`config.mk`:
```
export PLATFORM = sky130hd
export DESIGN_NAME = instr_cycle_ctrl
export DESIGN_NICKNAME = d
export VERILOG_FILES = /design/src/rtl/instr_cycle_ctrl.sv
export SDC_FILE = /design/constraint.sdc
export NUM_CORES = 1
export LEC_CHECK = 0
export CAP_MARGIN = 20
export CORE_ASPECT_RATIO = 1.25
export CORE_UTILIZATION = 37
export DETAILED_ROUTE_END_ITERATION = 7
export GPL_ROUTABILITY_DRIVEN = 0
export GPL_TIMING_DRIVEN = 1
export HOLD_SLACK_MARGIN = 0.12
export PLACE_DENSITY_LB_ADDON = 0.08
export SYNTH_ARGS = -nofsm -noshare
export SYNTH_HDL_FRONTEND = slang
export SYNTH_SLANG_ARGS = --single-unit
export TNS_END_PERCENT = 20
```
`constraint.sdc`:
```
create_clock -name clk -period 2.05 [get_ports clk]
set_input_delay 0.3075 -clock clk [delete_from_list [all_inputs] [get_ports clk]]
set_output_delay 0.3075 -clock clk [all_outputs]
set_load 0.03 [all_outputs]
```
`src/rtl/instr_cycle_ctrl.sv`:
```
// Fetch/decode/execute sequencer for the 8-bit micro with wait-state handshakes on both memories,
// CALL/RET through a return-address stack, a terminal HALT state and a sticky ERROR state.
module instr_cycle_ctrl #(
    parameter int unsigned INST_ADDR_WIDTH = 8,
    parameter int unsigned INST_DATA_WIDTH = 8,
    parameter int unsigned MEM_ADDR_WIDTH  = 8,
    parameter int unsigned MEM_DATA_WIDTH  = 8,
    parameter int unsigned STACK_DEPTH     = 4,
    localparam int unsigned SP_WIDTH       = $clog2(STACK_DEPTH + 1)
) (
    input  logic                       clk,
    input  logic                       arst,
    output logic [INST_ADDR_WIDTH-1:0] inst_addr,
    output logic                       inst_req,
    input  logic                       inst_ack,
    input  logic [INST_DATA_WIDTH-1:0] inst_data,
    output logic [MEM_ADDR_WIDTH-1:0]  mem_addr,
    output logic                       mem_req,
    output logic                       mem_WE,
    input  logic                       mem_ack,
    input  logic [MEM_DATA_WIDTH-1:0]  mem_data_i,
    output logic [MEM_DATA_WIDTH-1:0]  mem_data_o,
    output logic                       Exec,
    input  logic [3:0]                 Flags,
    input  logic [MEM_DATA_WIDTH-1:0]  AR,
    output logic [INST_DATA_WIDTH-1:0] IR,
    output logic [INST_DATA_WIDTH-1:0] IBR,
    output logic [MEM_DATA_WIDTH-1:0]  MBR,
    output logic [SP_WIDTH-1:0]        sp,
    output logic                       halted,
    output logic                       error
);

    localparam logic [7:0] OpNop    = 8'h00;
    localparam logic [7:0] OpLoadX  = 8'h04;
    localparam logic [7:0] OpStoreX = 8'h05;
    localparam logic [7:0] OpStoreI = 8'h06;
    localparam logic [7:0] OpJmp    = 8'h10;
    localparam logic [7:0] OpJz     = 8'h11;
    localparam logic [7:0] OpJc     = 8'h12;
    localparam logic [7:0] OpJn     = 8'h13;
    localparam logic [7:0] OpJv     = 8'h14;
    localparam logic [7:0] OpCall   = 8'h15;
    localparam logic [7:0] OpRet    = 8'h16;
    localparam logic [7:0] OpHalt   = 8'hFF;

    localparam int unsigned FlagZero  = 0;
    localparam int unsigned FlagCarry = 1;
    localparam int unsigned FlagNeg   = 2;
    localparam int unsigned FlagOv    = 3;

    localparam int unsigned IDX_WIDTH = (STACK_DEPTH > 1) ? $clog2(STACK_DEPTH) : 1;
    localparam logic [SP_WIDTH-1:0] SpFull = SP_WIDTH'(STACK_DEPTH);

    typedef enum logic [2:0] {
        StFetch    = 3'd0,
        StDecode   = 3'd1,
        StReadMem  = 3'd2,
        StWriteMem = 3'd3,
        StExecute  = 3'd4,
        StHalt     = 3'd5,
        StError    = 3'd6
    } state_e;

    state_e                     r_state, w_state_nxt;
    logic [INST_ADDR_WIDTH-1:0] r_pc, w_pc_nxt;
    logic [INST_DATA_WIDTH-1:0] r_ir, w_ir_nxt;
    logic [INST_DATA_WIDTH-1:0] r_ibr, w_ibr_nxt;
    logic [MEM_DATA_WIDTH-1:0]  r_mbr, w_mbr_nxt;
    logic [MEM_ADDR_WIDTH-1:0]  r_mar, w_mar_nxt;
    logic [MEM_DATA_WIDTH-1:0]  r_mbr_o, w_mbr_o_nxt;
    logic [SP_WIDTH-1:0]        r_sp, w_sp_nxt;
    logic [INST_ADDR_WIDTH-1:0] r_stack [STACK_DEPTH];

    logic                       w_stack_wr;
    logic [7:0]                 w_opcode;
    logic                       w_mem_src;
    logic [INST_ADDR_WIDTH-1:0] w_offset;
    logic [INST_ADDR_WIDTH-1:0] w_target;
    logic [IDX_WIDTH-1:0]       w_push_idx;
    logic [IDX_WIDTH-1:0]       w_pop_idx;

    assign w_opcode   = r_ir[7:0];
    // ALU ops with a memory source operand: opcode 01_0000xx or 10_0000xx
    assign w_mem_src  = (^r_ir[7:6]) && ~|r_ir[5:2];
    assign w_offset   = INST_ADDR_WIDTH'({{INST_ADDR_WIDTH{r_ibr[7]}}, r_ibr[7:0]});
    assign w_target   = r_pc + w_offset;
    assign w_push_idx = IDX_WIDTH'(r_sp);
    assign w_pop_idx  = IDX_WIDTH'(r_sp - SP_WIDTH'(1));

    always_ff @(posedge clk) begin
        if (arst) begin
            r_state <= StFetch;
        end else begin
            r_state <= w_state_nxt;
        end
    end

    always_comb begin
        w_state_nxt = r_state;
        w_pc_nxt    = r_pc;
        w_ir_nxt    = r_ir;
        w_ibr_nxt   = r_ibr;
        w_mbr_nxt   = r_mbr;
        w_mar_nxt   = r_mar;
        w_mbr_o_nxt = r_mbr_o;
        w_sp_nxt    = r_sp;
        w_stack_wr  = 1'b0;
        inst_req    = 1'b0;
        mem_req     = 1'b0;
        mem_WE      = 1'b0;
        Exec        = 1'b0;
        halted      = 1'b0;
        error       = 1'b0;

        case (r_state)
            StFetch: begin
                inst_req = 1'b1;
                if (inst_ack) begin
                    w_ir_nxt    = inst_data;
                    w_pc_nxt    = r_pc + INST_ADDR_WIDTH'(1);
                    w_state_nxt = StDecode;
                end
            end
            StDecode: begin
                inst_req = 1'b1;
                if (inst_ack) begin
                    w_ibr_nxt = inst_data;
                    w_pc_nxt  = r_pc + INST_ADDR_WIDTH'(1);
                    if (w_opcode == OpStoreX) begin
                        w_mar_nxt   = MEM_ADDR_WIDTH'(inst_data);
                        w_mbr_o_nxt = AR;
                        w_state_nxt = StWriteMem;
                    end else if (w_opcode == OpStoreI) begin
                        w_mar_nxt   = MEM_ADDR_WIDTH'(AR);
                        w_mbr_o_nxt = MEM_DATA_WIDTH'(inst_data);
                        w_state_nxt = StWriteMem;
                    end else if (w_opcode == OpLoadX || w_mem_src) begin
                        w_mar_nxt   = MEM_ADDR_WIDTH'(inst_data);
                        w_state_nxt = StReadMem;
                    end else if (w_opcode == OpHalt) begin
                        w_state_nxt = StHalt;
                    end else begin
                        w_state_nxt = StExecute;
                    end
                end
            end
            StReadMem: begin
                mem_req = 1'b1;
                if (mem_ack) begin
                    w_mbr_nxt   = mem_data_i;
                    w_state_nxt = StExecute;
                end
            end
            StWriteMem: begin
                mem_req = 1'b1;
                mem_WE  = 1'b1;
                if (mem_ack) begin
                    w_state_nxt = StExecute;
                end
            end
            StExecute: begin
                Exec        = 1'b1;
                w_state_nxt = StFetch;
                case (w_opcode)
                    OpJmp: w_pc_nxt = w_target;
                    OpJz:  if (Flags[FlagZero])  w_pc_nxt = w_target;
                    OpJc:  if (Flags[FlagCarry]) w_pc_nxt = w_target;
                    OpJn:  if (Flags[FlagNeg])   w_pc_nxt = w_target;
                    OpJv:  if (Flags[FlagOv])    w_pc_nxt = w_target;
                    OpCall: begin
                        if (r_sp == SpFull) begin
                            w_state_nxt = StError;
                        end else begin
                            w_stack_wr = 1'b1;
                            w_sp_nxt   = r_sp + SP_WIDTH'(1);
                            w_pc_nxt   = w_target;
                        end
                    end
                    OpRet: begin
                        if (r_sp == '0) begin
                            w_state_nxt = StError;
                        end else begin
                            w_pc_nxt = r_stack[w_pop_idx];
                            w_sp_nxt = r_sp - SP_WIDTH'(1);
                        end
                    end
                    OpNop:   ;
                    default: ;
                endcase
            end
            StHalt: begin
                halted = 1'b1;
            end
            StError: begin
                error = 1'b1;
            end
            default: begin
                w_state_nxt = StError;
            end
        endcase
    end

    always_ff @(posedge clk) begin
        if (arst) begin
            r_pc    <= '0;
            r_ir    <= '0;
            r_ibr   <= '0;
            r_mbr   <= '0;
            r_mar   <= '0;
            r_mbr_o <= '0;
            r_sp    <= '0;
            for (int i = 0; i < int'(STACK_DEPTH); i++) begin
                r_stack[i] <= '0;
            end
        end else begin
            r_pc    <= w_pc_nxt;
            r_ir    <= w_ir_nxt;
            r_ibr   <= w_ibr_nxt;
            r_mbr   <= w_mbr_nxt;
            r_mar   <= w_mar_nxt;
            r_mbr_o <= w_mbr_o_nxt;
            r_sp    <= w_sp_nxt;
            // Return address is the PC after the operand fetch
            if (w_stack_wr) begin
                r_stack[w_push_idx] <= r_pc;
            end
        end
    end

    assign inst_addr  = r_pc;
    assign mem_addr   = r_mar;
    assign mem_data_o = r_mbr_o;
    assign IR         = r_ir;
    assign IBR        = r_ibr;
    assign MBR        = r_mbr;
    assign sp         = r_sp;

endmodule

```
==> results.md <==
Layout:
- Counting the fill cells in the layout gives 1113.
- The antenna cell count is 0.
- The post-route netlist has 20.2% of its cells at a drive strength greater than 1.
- The final standard cell count with taps included and fillers excluded is 750.
- Across the whole layout, storage elements account for 2050 µm².
- The library cell used most frequently in the layout, excluding fill and tap cells, is sky130_fd_sc_hd__clkdlybuf4s50_1.
- In the layout the commonest cells are 82 x sky130_fd_sc_hd__clkdlybuf4s50_1, 54 x sky130_fd_sc_hd__nand2_1, 49 x sky130_fd_sc_hd__dfxtp_1.
- The combined area of the multi-input logic cells is 2400 µm².
- The net count of the finished layout is 630.
- Compared with the post-synthesis result, the final layout area differs by 38.6%.

Yosys:
- For this run, the register share of the synthesized area comes to approximately 45%.
- Synthesis inferred between 80 and 90 register bits.
- Yosys mapped a number of flops with a built-in enable equal to 32.
- The synthesized netlist cell count is 467.
- The most used flip-flop cell after synthesis is sky130_fd_sc_hd__dfxtp_1.
- The number of nets in the synthesized netlist is 513.
- In this run the mean area of a mapped cell was ~9.7 µm².
- During synthesis, Yosys emitted a total of 0 warnings.
- Yosys mapped the design onto 62 distinct sky130hd cell types.
- The total standard cell area after synthesis is 4540 µm².
- The async set or reset register ratio after synthesis is 0%.

Timing:
- The clock tree skew after final layout is between 8 and 9 ps.
- The transition time at the pin with the least slew margin is 439 ps.
- Setup violations remaining at the end of the flow were counted as 0.
- After layout, the worst path uses 98.0% of the clock period.
- The hold violation total from the final report is 0.
- Setup repair after global routing could not meet its margin everywhere.
- After layout, the minimum clock period comes to 2010 ps.
- Summed over all failing endpoints, the final setup total negative slack is 0 ps.
- Hold is met by 422 ps.
- Measured against its own limit, the worst slew margin works out to 70.6%.
- Based on the critical path, the design can be clocked at up to between 0.4 and 0.5 GHz.
- The final max-slew violation count came to 0.
- After layout, the worst setup slack is roughly 40 ps.

Worst setup path:
- The critical path is of the reg -> reg type.
- The data arrival time at the worst-slack endpoint is 2050 ps.
- The depth of the most critical reg-to-reg path is 8.
- In this run the register-to-register setup slack is about 41 ps.
- The worst setup path startpoint is IR[7].
- The type of element capturing the critical path is a flop.
- The launching point of the worst reg2reg path is IR[7].
- The reg-to-reg endpoint is r_stack[2][1].
- Data on the critical path is required at its endpoint by 2090 ps.
- The category of the worst setup path launch point is a flop.
- The biggest fanout along the worst timing path is 8.

Clock tree:
- Clock-pin slew was measured on the worst setup and hold paths at 60 ps.
- The number of clock buffers inserted by TritonCTS is 9.
- The quantity of hold-fixing buffers added after cts is 0.
- Clock latency on the worst-skew pair, taken at its later pin, is 340 ps.
- In this run the deepest clock path goes through 2 buffers.
- The root buffer cell is sky130_fd_sc_hd__clkbuf_16.
- TritonCTS built the clock tree.
- The H-tree depth is 3.
- The clock sink count is 86.

Placed design:
- The count of buffers from port buffering is 88.
- The post-placement cell count is 730.
- The sum of net half-perimeters after detailed placement is slightly above 9 mm.
- The post-placement setup slack is 12.6 ps.

Die:
- The area inside the core boundary is 11800 µm².
- Measured along the y axis, the die boundary spans 126 µm.
- The die is between 100 and 150 µm wide.
- 89 I/O pins were placed.
- The floorplan step defined a die boundary enclosing 12700 µm².
- For this configuration, the core starts out at a cell density of between 30% and 40%.
- The floorplan row count is 44.

Global route:
- The largest net degree at the start of global routing is 35.
- The initial antenna violation count was 0.
- The first-pass GRT wire length is 19.7 mm.
- For this run, the total global-route usage over all layers was measured as between 20% and 30%.
- The number of global-route vias before repair is 3805.
- The remaining global-route overflow is 0.

Drt:
- The number of nets with antenna violations after routing is 0.
- The number of DRC markers in iteration 0 is 160.
- The number of remaining DRC errors is 0.
- The routed length per instance is roughly 16 µm.
- The routed layout has 3835 vias.
- Dividing the detail-routed via count by the number of cells gives 5.11.
- The wire length after detailed routing is 12.2 mm.
- The pre-antenna-repair detailed-routing pass consisted of 4 iterations.

Power:
- Total power for the finished layout comes to 5.88 mW.
- In this run the power density over the cells is 934 nW/µm².
- IR analysis of the VDD net gives a maximum drop of around 0.0004 V.
- The reported leakage power is between 2 and 2.5 nW.

Min path:
- The origin of the worst min-delay path is arst.
- In this run the worst hold path is classified as in -> reg.
- The path with the worst hold slack has its endpoint at IR[7].
- The cell depth of the worst hold path is 3.

Job:
- The tool flagged a number of max-cap violations equal to 0.

Outcome:
- The flow ran to the end, and the final reports show no timing, DRC or antenna violations.
## final cells by class
cell class                 instances  share of cell area [%]
tap                              161                    3.20
clock inverter                     6                    1.49
sequential                        86                    32.6
clock buffer                      10                    3.64
multi-input combinational        340                    38.1
timing repair buffer             136                    20.2
inverter                          11                   0.716
## report_power, final
part,internal [mW],switching (mW),leakage [nW],total (mW)
Clock,1.08,0.713,0.155,1.79
Sequential,1.92,0.118,0.771,2.03
Combinational,0.870,1.18,1.51,2.05
Total,3.87,2.01,2.44,5.88
## sequential cells by signal (all words and copies together), names as in the netlist
name        count
inst_addr       8
MBR             8
IBR             8
sp              3
IR              8
r_stack        32
r_state         3
mem_addr        8
mem_data_o      8
## metal layers
metal  global-route usage [%]  share of wire [%]  wire length (µm)
met5                        0                  0                 0
met4                     7.08                1.8               223
met3                     4.16                3.7               454
met2                     34.5                 50              6140
met1                     24.7                 44              5400
## worst max path at each step
stage / slack [ps] / endpoint
floorplan: -100 / r_stack[1][0]
global placement: 30 / mem_data_o[0]
detailed placement: 10 / r_stack[2][4]
CTS: 4 / r_stack[2][1]
global route: -30 / r_state[1]
finish: 40 / r_stack[2][1]
## cell families (layout without fill, tap and decap cells)
logic type	after synthesis	after routing	share of synthesized area (%)
buf+inv	41	163	4.49
mux	35	35	9.92
xor+xnor	9	9	1.74
compound gates	88	88	12.9
fa+ha+maj	14	14	4.02
simple gates	194	194	21.9
flops	86	86	45.0
## timing repair
| item | in CTS | in global routing |
|---|---|---|
| buffers inserted | 0 | 4 |
| setup endpoints to repair | 5 | 83 |
| pin swaps | 1 | 4 |
| gates resized for setup | 3 | 19 |
## worst max-delay path, cell delays in order, from the launching register on
cell and delay (ps):
sky130_fd_sc_hd__dfxtp_4 350, sky130_fd_sc_hd__inv_4 50, sky130_fd_sc_hd__ha_4 130, sky130_fd_sc_hd__or3b_4 400, sky130_fd_sc_hd__nor2_4 100, sky130_fd_sc_hd__and3_4 190, sky130_fd_sc_hd__and2_4 140, sky130_fd_sc_hd__and3_1 160
sky130_fd_sc_hd__or2_4 190
## cell usage after synthesis, types with 2 or more instances
master,n,area (µm²)
sky130_fd_sc_hd__nand2_1,54,203
sky130_fd_sc_hd__o21ai_0,11,55.1
sky130_fd_sc_hd__nand2b_1,7,43.8
sky130_fd_sc_hd__dfxtp_1,54,1080
sky130_fd_sc_hd__inv_1,10,37.5
sky130_fd_sc_hd__nor2_1,47,176
sky130_fd_sc_hd__xor2_1,3,26.3
sky130_fd_sc_hd__a211oi_1,18,135
sky130_fd_sc_hd__o22ai_1,3,18.8
sky130_fd_sc_hd__mux2i_1,27,270
sky130_fd_sc_hd__nor2b_1,2,12.5
sky130_fd_sc_hd__nor3b_1,4,30.0
sky130_fd_sc_hd__a31oi_1,3,18.8
sky130_fd_sc_hd__clkbuf_1,14,52.6
sky130_fd_sc_hd__o211ai_1,3,22.5
sky130_fd_sc_hd__xnor2_1,6,52.6
sky130_fd_sc_hd__edfxtp_1,32,961
sky130_fd_sc_hd__a311oi_1,3,26.3
sky130_fd_sc_hd__nand3_1,12,60.1
sky130_fd_sc_hd__mux4_2,8,180
sky130_fd_sc_hd__ha_1,13,163
sky130_fd_sc_hd__and2_1,27,169
sky130_fd_sc_hd__and3_1,15,93.8
sky130_fd_sc_hd__buf_4,9,67.6
sky130_fd_sc_hd__nand3b_1,3,22.5
sky130_fd_sc_hd__buf_2,6,30.0
sky130_fd_sc_hd__or2_2,7,43.8
sky130_fd_sc_hd__a21oi_1,31,155
sky130_fd_sc_hd__nor3_1,2,10.0
## through the flow
step	area, µm²	utilization (%)
final	6290	53.4
after global routing	6290	53.4
after CTS	6180	52.4
after global placement	5860	49.7
after floorplan	4600	-
after detailed placement	5860	49.7
Power figures use the tool's default switching activity.
